**config.mk**
```make
export PLATFORM = sky130hd
export DESIGN_NAME = computer_system_gpi_flat
export DESIGN_NICKNAME = d
export VERILOG_FILES = /design/src/rtl/computer_system_gpi_pkg.sv /design/src/rtl/computer_system_gpi_if.sv /design/src/rtl/gpi_debounce.sv /design/src/rtl/computer_system_gpi.sv /design/src/flat_wrapper.sv
export SDC_FILE = /design/constraint.sdc
export NUM_CORES = 1
export LEC_CHECK = 0
export CAP_MARGIN = 20
export CORE_MARGIN = 5
export CORE_UTILIZATION = 48
export CTS_CLUSTER_DIAMETER = 100
export DETAILED_ROUTE_END_ITERATION = 8
export PLACE_DENSITY = 0.78
export SETUP_SLACK_MARGIN = 0.4
export SLEW_MARGIN = 10
export SYNTH_ARGS = -nofsm -noshare
export SYNTH_HDL_FRONTEND = slang
export SYNTH_SLANG_ARGS = --single-unit
```
**constraint.sdc**
```tcl
create_clock -name clk -period 1.9 [get_ports clk]
set_clock_uncertainty 0.15 [all_clocks]
set_input_delay 0.57 -clock clk [delete_from_list [all_inputs] [get_ports clk]]
set_output_delay 0.57 -clock clk [all_outputs]
set_load 0.05 [all_outputs]
```
**src/rtl/computer_system_gpi_pkg.sv**
```systemverilog
// rtl/computer_system_gpi_pkg.sv - shared constants for the general-purpose input block
//
// Purpose: register word addresses and edge-select encodings used by the
// computer_system_gpi top and its bench.
// Ports: none (package).

package computer_system_gpi_pkg;

  localparam logic [2:0] ADDR_DATA     = 3'd0;
  localparam logic [2:0] ADDR_MASK     = 3'd2;
  localparam logic [2:0] ADDR_EDGE     = 3'd3;
  localparam logic [2:0] ADDR_MASK_SET = 3'd4;
  localparam logic [2:0] ADDR_MASK_CLR = 3'd5;

  localparam int EDGE_RISE = 0;
  localparam int EDGE_FALL = 1;
  localparam int EDGE_ANY  = 2;

endpackage

```
**src/rtl/computer_system_gpi_if.sv**
```systemverilog
// rtl/computer_system_gpi_if.sv - Avalon-MM slave bus bundle for the input block
//
// Purpose: groups the register-bus signals and the interrupt line.
// Signals:
//   address[2:0]    word address          (master -> slave)
//   chipselect      slave select          (master -> slave)
//   write_n         active-low write      (master -> slave)
//   writedata[31:0] write data            (master -> slave)
//   readdata[31:0]  registered read data  (slave -> master)
//   irq             interrupt request     (slave -> master)

interface computer_system_gpi_if;
  logic [2:0]  address;
  logic        chipselect;
  logic        write_n;
  logic [31:0] writedata;
  logic [31:0] readdata;
  logic        irq;

  modport master (
    output address, chipselect, write_n, writedata,
    input  readdata, irq
  );

  modport slave (
    input  address, chipselect, write_n, writedata,
    output readdata, irq
  );
endinterface

```
**src/rtl/gpi_debounce.sv**
```systemverilog
// rtl/gpi_debounce.sv - single-bit debounce filter
//
// Purpose: q follows d only after d has disagreed with q for DEBOUNCE_CYCLES
// consecutive cycles; any agreement restarts the count.
// Ports:
//   clk      system clock
//   reset_n  asynchronous active-low reset
//   d        synchronized input bit
//   q        filtered output bit

module gpi_debounce import computer_system_gpi_pkg::*; #(
  parameter int DEBOUNCE_CYCLES = 1
) (
  input  logic clk,
  input  logic reset_n,
  input  logic d,
  output logic q
);

  localparam int CW = $clog2(DEBOUNCE_CYCLES + 1);

  logic [CW-1:0] cnt;

  always_ff @(posedge clk or negedge reset_n) begin
    if (!reset_n) begin
      q   <= 1'b0;
      cnt <= '0;
    end else if (d == q) begin
      cnt <= '0;
    end else if (cnt == CW'(DEBOUNCE_CYCLES - 1)) begin
      // this is the DEBOUNCE_CYCLES-th consecutive disagreeing cycle
      q   <= d;
      cnt <= '0;
    end else begin
      cnt <= cnt + 1'b1;
    end
  end

endmodule

```
**src/rtl/computer_system_gpi.sv**
```systemverilog
// rtl/computer_system_gpi.sv - debounced input port with sticky edge capture and irq
//
// Purpose: synchronizes and debounces in_port, exposes the filtered value,
// latches selected edges into a write-1-to-clear capture register and raises
// irq while any captured bit is enabled in irqmask.
// Ports:
//   clk      system clock
//   reset_n  asynchronous active-low reset
//   in_port  asynchronous external inputs, WIDTH bits
//   bus      register bus slave (address/chipselect/write_n/writedata/readdata/irq)

module computer_system_gpi import computer_system_gpi_pkg::*; #(
  parameter int WIDTH           = 12,
  parameter int EDGE_TYPE       = 0,
  parameter int DEBOUNCE_CYCLES = 1
) (
  input  logic                 clk,
  input  logic                 reset_n,
  input  logic [WIDTH-1:0]     in_port,
  computer_system_gpi_if.slave bus
);

  logic [WIDTH-1:0] s1, s2, f, prev;
  logic [WIDTH-1:0] capture, irqmask;
  logic [WIDTH-1:0] rise, fall, edges, clr, wdata;
  logic [31:0]      rd_mux;
  logic             wr;
  logic             unused_wdata;

  assign wr           = bus.chipselect & ~bus.write_n;
  assign wdata        = bus.writedata[WIDTH-1:0];
  assign unused_wdata = &{1'b0, bus.writedata};

  always_ff @(posedge clk or negedge reset_n) begin
    if (!reset_n) begin
      s1   <= '0;
      s2   <= '0;
      prev <= '0;
    end else begin
      s1   <= in_port;
      s2   <= s1;
      prev <= f;
    end
  end

  for (genvar i = 0; i < WIDTH; i++) begin : g_deb
    gpi_debounce #(.DEBOUNCE_CYCLES(DEBOUNCE_CYCLES)) u_deb (
      .clk     (clk),
      .reset_n (reset_n),
      .d       (s2[i]),
      .q       (f[i])
    );
  end

  always_comb begin
    rise = f & ~prev;
    fall = ~f & prev;
    case (EDGE_TYPE)
      EDGE_FALL: edges = fall;
      EDGE_ANY:  edges = rise | fall;
      default:   edges = rise;
    endcase
    clr = (wr && bus.address == ADDR_EDGE) ? wdata : '0;
  end

  always_comb begin
    rd_mux = '0;
    case (bus.address)
      ADDR_DATA: rd_mux[WIDTH-1:0] = f;
      ADDR_MASK: rd_mux[WIDTH-1:0] = irqmask;
      ADDR_EDGE: rd_mux[WIDTH-1:0] = capture;
      default:   rd_mux = '0;
    endcase
  end

  always_ff @(posedge clk or negedge reset_n) begin
    if (!reset_n) begin
      capture      <= '0;
      irqmask      <= '0;
      bus.readdata <= '0;
    end else begin
      // OR-ing edges after the clear lets a fresh edge beat a same-cycle clear
      capture      <= (capture & ~clr) | edges;
      bus.readdata <= rd_mux;
      if (wr) begin
        case (bus.address)
          ADDR_MASK:     irqmask <= wdata;
          ADDR_MASK_SET: irqmask <= irqmask | wdata;
          ADDR_MASK_CLR: irqmask <= irqmask & ~wdata;
          default:       irqmask <= irqmask;
        endcase
      end
    end
  end

  assign bus.irq = |(capture & irqmask);

endmodule
```
**src/flat_wrapper.sv**
```systemverilog
// flat-port wrapper written by rule: the top's interface ports become plain ports
module computer_system_gpi_flat import computer_system_gpi_pkg::*;
#(
  parameter int WIDTH           = 12,
  parameter int EDGE_TYPE       = 0,
  parameter int DEBOUNCE_CYCLES = 1
)
  (clk, reset_n, in_port, bus_address, bus_chipselect, bus_write_n, bus_writedata, bus_readdata, bus_irq);
  computer_system_gpi_if bus_i ();
  input  logic clk;
  input  logic reset_n;
  input  logic [WIDTH-1:0] in_port;
  input wire logic [$bits(bus_i.address)-1:0] bus_address;
  input wire logic [$bits(bus_i.chipselect)-1:0] bus_chipselect;
  input wire logic [$bits(bus_i.write_n)-1:0] bus_write_n;
  input wire logic [$bits(bus_i.writedata)-1:0] bus_writedata;
  output wire logic [$bits(bus_i.readdata)-1:0] bus_readdata;
  output wire logic [$bits(bus_i.irq)-1:0] bus_irq;
  assign bus_i.address = bus_address;
  assign bus_i.chipselect = bus_chipselect;
  assign bus_i.write_n = bus_write_n;
  assign bus_i.writedata = bus_writedata;
  assign bus_readdata = bus_i.readdata;
  assign bus_irq = bus_i.irq;
  computer_system_gpi #(.WIDTH(WIDTH), .EDGE_TYPE(EDGE_TYPE), .DEBOUNCE_CYCLES(DEBOUNCE_CYCLES)) u_core (.clk(clk), .reset_n(reset_n), .in_port(in_port), .bus(bus_i));
endmodule
```
==> impl_results.md <==
- Post-synth design cell area: 3320 um^2
- Top_reg_cell synth: dfrtp_1
- Post-route ant nets: 0
- Boundary Pins: 84
- Clk root buf: clkbuf_8
- Number of maximum-capacitance constraint violations: 0
- Complex-gate fraction of the synthesized area: 0.185
- Crit path capture type: output pin
- Area share of the largest cell type after synthesis: 0.634
- Total Power Consumption: 3.88 mW
- Parity-gate share of the synthesized area counting xor and xnor cells: 0.00264
- Total clock buffers created by CTS: 9
- First-pass detailed-route iteration total: 5
- CTS HTree Levels: 3
- Fillers: 464
- Violated checks: negative setup slack
- Starting Density: 0.491
- Mux share of post-synthesis cell area: 0.0362
- Number of endpoints with negative hold slack in the final report: 0
- Area of the placeable core: 6760 um^2
- P_leak: 2.05 nW
- Clock latency on the worst-skew pair: 0.36 ns
- Avg Inst Size Synth: 11.8 um^2
- Die Footprint: 8670 um^2
- Peak Freq: 437 MHz
- Proportion of layout cells with a drive suffix above 1: 0.281
- Number of clock sinks seen by CTS: 84
- Post-synthesis adder-cell area fraction: 0
- Setup slack of the worst register-to-register path: 0.62 ns
- Peak VDD IR: 0.496 mV
- Total of endpoints with negative setup slack in the final report: 1
- Antenna violations before repair: 0
- Number of distinct standard cells referenced by the synthesized netlist: 28
- Via Count: 2441
- Leading post-synthesis cells by cell area: dfrtp_1 (63%), o21ai_0 (4.8%), buf_4 (4.5%), a221oi_1 (4.0%), mux2i_1 (3.6%)
- Worst Hold Class: reg -> reg
- First-pass GRT wire length: 12800 um
- Cell type contributing the most total cell area after synthesis: dfrtp_1
- WP data required: 1.18 ns
- CP startpoint kind: flop
- Share of flip-flops with an asynchronous set or reset after synthesis: 1.00
- Post-Route Utilization: 0.673
- I/O Buffers: 43
- Setup repair after global routing missed its margin: true
- Final weighted congestion in routability-driven placement: 0.839
- Total gr overflow: 0
- Minimum clock period: 2.29 ns
- # DRC: 0
- Buffer depth of the longest clock path: 2
- Total wire length: 7960 um
- Clock-pin slew of the registers on the worst-case setup and hold paths: 0.09 ns
- Part of the cycle the worst path needs: 1.20
- Number of warnings reported in the yosys synthesis log: 0
- Largest net degree at the start of global routing: 31
- Most common library cell in the layout ignoring fill and taps: dfrtp_1
- Number of global-route vias before repair: 2533
- Commonest non-fill, non-tap cells in the layout: dfrtp_1 (83), buf_4 (28), inv_1 (26)
- Count of nets after finishing: 398
- Placed inst area: 4050 um^2
- Half-perimeter wire length after detailed placement: 4840 um
- Antenna diodes: 0
- Finished Cell Area: 4550 um^2
- Maximum fanout count along the critical path: 2
- Number of standard cells after synthesis: 280
- Result of the run: finished with violations
- Post-synth EDFFs: 0
- Die outline width: 93.1 um
- Total count of max-transition violations in the final report: 0
- Worst setup path category: reg -> out
- Post-detailed-route via-to-cell ratio: 5.65
- Flip-flop and latch count after synthesis: 84
- Standard-cell rows: 30
- Post-DR wirelength/cell: 18.4 um
- P per Cell Area: 854 nW/um^2
- Synthesized-area fraction occupied by and/or/nand/nor cells: 0.0302
- Main combinational cell family by area after synthesis: compound AO/OA/AOI/OAI gates
- Final worst slack: -0.389 ns
- Number of violations reported at the end of detailed-routing iteration 0: 253
- DIE HEIGHT: 93.1 um
- Global-route total usage across every layer: 0.194
- Sequential fraction of the synthesis area: 0.634
- Critical Path AT: 1.57 ns
- CTS tree: done
- Area added between synthesis and finish: 37.1%
## cell families (layout without fill, tap and decap cells)
group,count (synthesis),after routing
other,1,20
buffers and inverters,73,125
DFF,84,84
muxes,12,12
AOI/OAI and AO/OA,90,90
xor gates and xnor gates,1,1
and+or+nand+nor,19,20
## metrics by stage
stage | setup TNS, ns | setup slack [ns] | hold slack (ns) | cells
3_5_place_dp | -12.45 | -0.403 | 0.185 | 405
4_1_cts | -0.363 | -0.363 | 0.202 | 428
3_3_place_gp | -10.46 | -0.334 | 0.181 | 405
6_report | -0.389 | -0.389 | 0.192 | 432
2_1_floorplan | 0 | 0.0562 | 0.124 | 299
5_1_grt | -0.423 | -0.423 | 0.206 | 432
## Yosys cell counts, types with 3 or more instances
| library cell | count |
|---|---|
| a21oi_1 | 11 |
| a22o_1 | 3 |
| a2bb2oi_1 | 12 |
| buf_4 | 20 |
| inv_1 | 26 |
| clkbuf_1 | 20 |
| a221oi_1 | 15 |
| o31ai_1 | 12 |
| o21ai_0 | 32 |
| dfrtp_1 | 84 |
| buf_2 | 4 |
| mux2i_1 | 12 |
| nor2_1 | 12 |
## where the power goes
part	switching [mW]	leakage (nW)	internal, mW	total (mW)
combinational	0.376	0.962	0.274	0.650
clock	0.656	0.0991	0.652	1.31
sequential	0.0536	0.992	1.87	1.92
total	1.09	2.05	2.80	3.88
## state kept, by name, summed over array words and instances, names as in the netlist
| signal | count |
|---|---|
| u_core.irqmask | 12 |
| u_core.s2 | 12 |
| u_core.bus.readdata | 12 |
| u_core.g_deb.u_deb.q | 12 |
| u_core.prev | 12 |
| u_core.capture | 12 |
| u_core.s1 | 12 |
## worst paths after layout
| check | start | endpoint | cells after the start |
|---|---|---|---|
| min in group asynchronous | reset_n | u_core.g_deb[2].u_deb.q | 2 |
| worst max-delay path | u_core.capture[2] | bus_irq | 4 |
| max in group asynchronous | reset_n | u_core.capture[8] | 3 |
| worst min register to register | u_core.s2[0] | u_core.g_deb[0].u_deb.q | 0 |
| worst max register to register | u_core.irqmask[11] | u_core.irqmask[11] | 4 |
| worst min-delay path | u_core.s2[0] | u_core.g_deb[0].u_deb.q | 0 |
## layout make-up
class,instances,area [um^2],area share
sequential,84,2100,0.463
multi-input combinational,143,1080,0.237
timing repair buffer,83,957,0.211
clock buffer,10,138,0.0303
tap,80,100,0.0220
inverter,26,97.6,0.0215
clock inverter,6,71.3,0.0157
## repair_timing
item / 4_1_cts / 5_1_grt
pin swaps: 8 / 8
hold endpoints to repair: 25 / 0
resized for setup: 49 / 29
cloned: 3 / 1
setup endpoints to repair: 49 / 26
hold buffers: 1 / 0
setup buffers: 3 / 3
## critical path: stages, from the launching register on
cell and delay [ns]:
dfrtp_1 0.39, a22o_1 0.25, a221oi_2 0.26, nand3_2 0.14
buf_8 0.17
## per-layer routing
layer / wire (um) / global-route usage / vias up
li1: - / - / 1072
met1: 3020 / 0.238 / 1209
met2: 4040 / 0.321 / 139
met3: 710 / 0.0523 / 21
met4: 188 / 0.0891 / 0
met5: 0 / 0 / -
Power figures use the tool's default switching activity.
